$ cat src/rtl/real_value.sv
// real_value: scales an IEEE-754 binary32 operand by 2^b with one register stage.
// Specials pass through. Subnormals are normalized on input and produced on output.
// Overflow either saturates to infinity or to max finite. Underflow truncates toward zero.
module real_value #(
   parameter bit SAT_INF = 1'b1
) (
   input  logic        clk,
   input  logic        rst_n,
   input  logic [31:0] data,
   input  logic [6:0]  b,
   output logic [31:0] shifted
);

   localparam int unsigned FRAC_W = 23;
   localparam int unsigned EXP_W  = 8;
   localparam int unsigned MANT_W = FRAC_W + 1;
   localparam int unsigned LZ_W   = 5;
   localparam int unsigned ADJ_W  = 10;

   logic                     w_sign;
   logic [EXP_W-1:0]         w_exp;
   logic [FRAC_W-1:0]        w_frac;
   logic                     w_is_special;
   logic [LZ_W-1:0]          w_lz;
   logic                     w_lz_found;
   logic [FRAC_W-1:0]        w_frac_norm;
   logic [MANT_W-1:0]        w_mant;
   logic signed [ADJ_W-1:0]  w_exp_eff;
   logic signed [ADJ_W-1:0]  w_b_ext;
   logic signed [ADJ_W-1:0]  w_exp_adj;
   logic [ADJ_W-1:0]         w_sh;
   logic [MANT_W-1:0]        w_mant_sh;
   logic [31:0]              w_result;
   logic [31:0]              r_shifted;

   assign w_sign       = data[31];
   assign w_exp        = data[30:23];
   assign w_frac       = data[22:0];
   assign w_is_special = (w_exp == 8'hFF) || ((w_exp == 8'h00) && (w_frac == 23'h0));

   // Leading-zero count of the fraction, used only to normalize subnormal inputs
   always_comb begin
      w_lz       = '0;
      w_lz_found = 1'b0;
      for (int i = FRAC_W - 1; i >= 0; i--) begin
         if (!w_lz_found && w_frac[i]) begin
            w_lz       = LZ_W'(FRAC_W - 1 - i);
            w_lz_found = 1'b1;
         end
      end
   end

   // Normalize, adjust the exponent, and select normal / overflow / subnormal result
   always_comb begin
      w_frac_norm = FRAC_W'(w_frac << (w_lz + 5'd1));
      w_b_ext     = ADJ_W'(signed'({{(ADJ_W-7){b[6]}}, b}));
      if (w_exp == 8'h00) begin
         w_mant    = {1'b1, w_frac_norm};
         w_exp_eff = -ADJ_W'(signed'({{(ADJ_W-LZ_W){1'b0}}, w_lz}));
      end else begin
         w_mant    = {1'b1, w_frac};
         w_exp_eff = ADJ_W'(signed'({{(ADJ_W-EXP_W){1'b0}}, w_exp}));
      end
      w_exp_adj = w_exp_eff + w_b_ext;
      w_sh      = ADJ_W'(10'sd1 - w_exp_adj);
      w_mant_sh = (w_sh >= 10'd24) ? '0 : MANT_W'(w_mant >> w_sh);
      w_result  = data;

      if (!w_is_special) begin
         if (w_exp_adj >= 10'sd255) begin
            if (SAT_INF) w_result = {w_sign, 8'hFF, 23'h000000};
            else         w_result = {w_sign, 8'hFE, 23'h7FFFFF};
         end else if (w_exp_adj >= 10'sd1) begin
            w_result = {w_sign, w_exp_adj[7:0], w_mant[22:0]};
         end else begin
            w_result = {w_sign, 8'h00, w_mant_sh[22:0]};
         end
      end
   end

   // Single output register; synchronous reset clears the result
   always_ff @(posedge clk) begin
      if (!rst_n) r_shifted <= 32'h0000_0000;
      else        r_shifted <= w_result;
   end

   assign shifted = r_shifted;

endmodule

$ cat config.mk
export PLATFORM = sky130hd
export DESIGN_NAME = real_value
export DESIGN_NICKNAME = d
export VERILOG_FILES = /design/src/rtl/real_value.sv
export SDC_FILE = /design/constraint.sdc
export NUM_CORES = 1
export LEC_CHECK = 0
export BUFFER_PORTS_ARGS = -buffer_cell sky130_fd_sc_hd__buf_2
export CORE_ASPECT_RATIO = 1.5
export CORE_MARGIN = 3
export CORE_UTILIZATION = 50
export DETAILED_ROUTE_END_ITERATION = 6
export PLACE_DENSITY = 0.7
export SYNTH_ARGS = -nofsm -noshare
export SYNTH_HDL_FRONTEND = slang
export SYNTH_SLANG_ARGS = --single-unit
$ cat constraint.sdc
create_clock -name clk -period 16.9 [get_ports clk]
set_input_delay 0 -clock clk [delete_from_list [all_inputs] [get_ports clk]]
set_output_delay 0 -clock clk [all_outputs]
set_load 0.01 [all_outputs]
==> results.json, run 1 <==
{
  "drtIter0Drc": 1174,
  "num_io_pins": 73,
  "dpl_cell_area_um2": 6152,
  "rows": 47,
  "seq_area_frac_synth_pct": 11.13,
  "layout-drive-gt1-share_pct": 15.95,
  "netlist_area_um2": 5754,
  "grt_first_pass_wirelength_um": 39660,
  "cts.sinks": 32,
  "synth_edf_count": 0,
  "numCtsBuffers": 5,
  "timing.final.crit_share_pct": 39.76,
  "grt_overflow": 0,
  "endpoint_kind": "flop",
  "critPathMaxStageDelay_ns": 0.89,
  "required_ns": 17.11,
  "first_global_vias": 7198,
  "max_freq_ghz": 0.1488,
  "clk_path_buf_depth": 2,
  "vdd_drop_max_uv": 39.15,
  "hold_ws_ns": 0.04550,
  "p_per_area_nw_per_um2": 68.27,
  "outcome": "complete, no violations",
  "syn_nets": 886,
  "clk_pin_slew_worst_paths_ns": 0.05,
  "setup_viol": 0,
  "power.total_mw": 0.4299,
  "cts-root-buf": "clkbuf_16",
  "antenna_found_initial": 0,
  "grt_usage_pct": 39.79,
  "grt_max_degree": 38,
  "rsz0062_at_grt": "false",
  "dr.pass1.iters": 6,
  "largest_reg_flops": 32,
  "yosys_warnings": 0,
  "die_y_um": 137.4,
  "start_util_pct": 51.77,
  "ff_latch_area_um2": 640.6,
  "wl_um": 26130,
  "via_count": 7513,
  "synth_ff_type": "dfxtp_1",
  "layout.filler_cells": 1102,
  "area_growth_pct": 9.415,
  "slew_violations": 0,
  "slowest_stage": "a2111oi_0",
  "tightest_slew_ns": 1.337,
  "synth_cells": 831,
  "multiInputGateArea_um2": 4772,
  "stdcell_area_um2": 6296,
  "cts_tree": "done",
  "fin_ws_ns": 10.18,
  "synth-seq-cells": 32,
  "dp_hpwl_um": 19690,
  "antenna_cells": 0,
  "die_area_um2": 12860,
  "arrival_ns": 6.93,
  "htreeDepth": 2,
  "finalHoldViolations": 0,
  "post_drt_via_cell_ratio": 7.468,
  "p_leak_nw": 2.462,
  "start_kind": "primary input",
  "port_buffers": 72,
  "die_w_um": 93.59,
  "finalNetCount": 914,
  "yosysUniqueCellTypes": 83,
  "crit_fanout": 12,
  "cap_violations": 0,
  "min_period_ns": 6.720,
  "routedWlPerCell_um": 25.98,
  "worstSetupPathType": "in2reg",
  "coreArea_um2": 11110,
  "syn_area_per_cell_um2": 6.925,
  "drc": 0,
  "synthArstFlopShare_pct": 0,
  "cts_resized": 0,
  "ant_nets": 0,
  "gp_congestion": 1.120,
  "post-place-ws_ns": 10.31,
  "min-delay-path-class": "in2reg",
  "path_cells": "buf_2, nor4_1, nand2_1, nor3_2, nor3_2, ha_1, nor4b_1, ha_1, a21o_1, ha_1, nor2b_1, a221oi_1, nand3_1, nor4_1, nor3b_1, o211ai_1, nor4_1, a31oi_2, or3_1, a2111oi_0, o31a_1, a31o_2",
  "setup_tns_ns": 0,
  "relSlewSlack_pct": 10.46
}
==> kinds of logic after synthesis <==
family	synth area share (%)
AND/OR/NAND/NOR	30.35
AO/OA/AOI/OAI	36.79
XOR/XNOR	1.826
buffers and inverters	6.045
multiplexers	10.68
flip-flops	11.13
adder cells (fa/ha/maj)	3.175
==> through the flow <==
stage	utilization, %	cells
2_1_floorplan	-	831
3_3_place_gp	55.35	998
3_5_place_dp	55.35	998
4_1_cts	56.65	1006
5_1_grt	56.65	1006
6_report	56.65	1006
==> critical path: cells and delay by family <==
kind            cells  cell delay (ns)
compound gates      7             1.99
simple gates       11             3.87
buf+inv             1             0.17
fa+ha+maj           3             0.90
==> cells in the final DEF (no fill, tap or decap), types with 13 or more instances in the layout <==
cell,count
and2_1,16
nand2_1,79
nand3_1,25
nand2b_1,14
nor2_1,80
inv_1,17
nor3_1,30
or3_1,14
dfxtp_1,32
a21o_1,16
buf_4,16
a31oi_1,18
mux2i_1,31
ha_1,13
a211oi_1,17
a22oi_1,14
o22ai_1,14
o21ai_0,34
a21oi_1,55
buf_2,72
==> report_power, final <==
part | switching (mW) | internal [mW] | leakage [nW] | total, mW
combinational | 0.175 | 0.0896 | 2.13 | 0.264
clock | 0.0297 | 0.0533 | 0.0667 | 0.0830
sequential | 0.00121 | 0.0815 | 0.262 | 0.0827
==> path summary, 6_finish.rpt <==
check,from,to,slack (ns),cells after the start
max,data[18],shifted[1],10.18,22
min,data[22],shifted[22],0.05,3
==> routing by layer <==
metal | wire length, um | global-route usage (%)
met2 | 12340 | 67.77
met5 | 0 | 0
met1 | 8722 | 45.41
met3 | 3169 | 6.831
met4 | 1901 | 25.94
==> Yosys cell counts (13+ instances only) <==
cell,n,area [um2]
a211oi_1,17,127.6
nor3_1,31,155.2
a22oi_1,14,105.1
ha_1,13,162.7
clkbuf_1,55,206.5
or3_1,14,87.58
and2_1,16,100.1
mux2i_1,31,310.3
a21o_1,16,120.1
nand2b_1,14,87.58
nand3_1,25,125.1
nand2_1,79,296.5
o22ai_1,14,87.58
inv_1,17,63.81
a31oi_1,18,112.6
dfxtp_1,32,640.6
o21ai_0,35,175.2
a21oi_1,55,275.3
nor2_1,80,300.3
==> layout make-up <==
cell class | count | area share (%)
Clock buffer | 6 | 2.047
Multi-Input combinational cell | 711 | 75.79
Clock inverter | 1 | 0.07949
Timing Repair Buffer | 89 | 7.790
Tap cell | 147 | 2.921
Sequential cell | 32 | 10.17
Inverter | 20 | 1.192
==> timing repair <==
| action | CTS | global route |
|---|---|---|
| hold buffers | 1 | 0 |
| hold endpoints to repair | 1 | 0 |
| setup buffers | 0 | 0 |
Note: power is estimated with default switching activity, not from simulation.
==> inputs of run 2 (changes only) <==
--- a/config.mk
+++ b/config.mk
@@ -10,7 +10,7 @@
 export CORE_MARGIN = 3
 export CORE_UTILIZATION = 50
 export DETAILED_ROUTE_END_ITERATION = 6
-export PLACE_DENSITY = 0.7
+export PLACE_DENSITY = 0.73
 export SYNTH_ARGS = -nofsm -noshare
 export SYNTH_HDL_FRONTEND = slang
 export SYNTH_SLANG_ARGS = --single-unit
==> constraint.sdc (replaced) <==
create_clock -name clk -period 5.54 [get_ports clk]
set_input_delay 0 -clock clk [delete_from_list [all_inputs] [get_ports clk]]
set_output_delay 0 -clock clk [all_outputs]
set_load 0.01 [all_outputs]
==> results.json, run 2 (synthesis gave the netlist of run 1 again) <==
{
  "outcome": "finished, violations left",
  "violations": "design-rule violations",
  "endpoint_kind": "flop",
  "arrival_ns": 5.74,
  "grt_first_pass_wirelength_um": 41910,
  "placed_cells": 1091,
  "min_period_ns": 5.523,
  "rsz0062_at_grt": "true",
  "htreeDepth": 2,
  "worstSetupPathType": "in2reg",
  "start_kind": "primary input",
  "dpl_cell_area_um2": 6989,
  "final-instance-count-excl-fill": 1101,
  "wl_um": 28130,
  "port_buffers": 72,
  "p_leak_nw": 2.990,
  "clk_pin_slew_worst_paths_ns": 0.05,
  "ff_latch_area_um2": 640.6,
  "p_per_area_nw_per_um2": 206.8,
  "post_drt_via_cell_ratio": 7.367,
  "min-delay-path-class": "in2reg",
  "ant_nets": 0,
  "coreArea_um2": 11110,
  "cts.sinks": 32,
  "relSlewSlack_pct": 43.22,
  "drtIter0Drc": 1107,
  "tightest_slew_ns": 0.8410,
  "routedWlPerCell_um": 25.55,
  "multiInputGateArea_um2": 4964,
  "die_w_um": 93.59,
  "most-common-layout-cells": "buf_4 (110), nand2_1 (78), nor2_1 (77)",
  "start_util_pct": 51.77,
  "first_global_vias": 7753,
  "cts-root-buf": "clkbuf_16",
  "finalHoldViolations": 0,
  "die_y_um": 137.4,
  "num_io_pins": 73,
  "setup_viol": 0,
  "grt_overflow": 0,
  "final_common_cell": "buf_4",
  "timing.final.crit_share_pct": 99.69,
  "rows": 47,
  "grt_usage_pct": 42.06,
  "via_count": 8111,
  "dp_hpwl_um": 21810,
  "finalNetCount": 1009,
  "area_growth_pct": 25.33,
  "max_freq_ghz": 0.1811,
  "dr.pass1.iters": 7,
  "drc": 3,
  "grt_max_degree": 33,
  "antenna_found_initial": 0,
  "largest_reg_flops": 32,
  "cts_tree": "done",
  "clk_path_buf_depth": 2,
  "layout.filler_cells": 1014,
  "stdcell_area_um2": 7212,
  "slew_violations": 0,
  "gp_congestion": 1.071,
  "die_area_um2": 12860,
  "antenna_cells": 0,
  "vdd_drop_max_uv": 95.72,
  "crit_fanout": 6,
  "numCtsBuffers": 5,
  "layout-drive-gt1-share_pct": 27.25,
  "required_ns": 5.76,
  "cap_violations": 0
}
## run 2: cell count changes in the layout (fill, tap and decap cells not counted), sizes merged
cell	delta
a31oi	+1
clkbuf	+1
clkinv	-1
buf	+94
## run 2: timing repair
item,in CTS,in global routing
setup buffers,0,1
hold buffers,1,0
gates resized for setup,0,9
hold endpoints to repair,1,0
endpoints found under the setup margin,0,14
## run 2: cell type report
cell class / instances / area share [%]
multi-input cells: 712 / 68.82
repair buffers: 183 / 16.59
clock buffers: 7 / 2.117
well taps: 147 / 2.550
flip-flops and latches: 32 / 8.883
inverters: 20 / 1.041
## run 2: metrics by stage
stage	utilization (%)	hold WS [ns]	total power, mW	worst slack [ns]	setup TNS [ns]
floorplan	-	0.1273	0.8241	0.007508	0
global placement	62.88	0.2152	1.143	0.09284	0
detailed placement	62.88	0.2160	1.153	-0.1423	-0.4243
CTS	64.35	0.06520	1.441	0.1212	0
global route	64.89	0.1012	1.537	-0.08236	-0.2169
finish	64.89	0.07590	1.492	0.01690	0
## run 2: final timing paths
check	cells after the start	to	startpoint
max	22	shifted[1]	data[9]
min	3	shifted[22]	data[22]
## run 2: critical path, stage by stage
cell and delay, ns:
buf_2 0.12, or4_4 0.54, or3_1 0.40, o32a_1 0.39, o21a_4 0.24, ha_4 0.16, nor4b_1 0.16, ha_1 0.29
a21o_1 0.19, ha_4 0.25, nor2b_4 0.14, a221oi_2 0.27, nand3_2 0.13, nor4_2 0.35, nor3b_2 0.23, o211ai_1 0.15
nor4_2 0.57, a31oi_4 0.14, or3_4 0.39, a2111oi_2 0.35, o31a_1 0.18, a31o_2 0.10
## run 2: routing by layer
layer  part of all wire [%]  track usage (%)
met3                    9.9            5.301
met5                      0                0
met1                     33            45.59
met2                     48            73.18
met4                    9.6            32.93
## run 2: report_power, final
part | switching [mW] | internal (mW)
registers | 0.00359 | 0.248
clock network | 0.0977 | 0.188
logic | 0.591 | 0.363
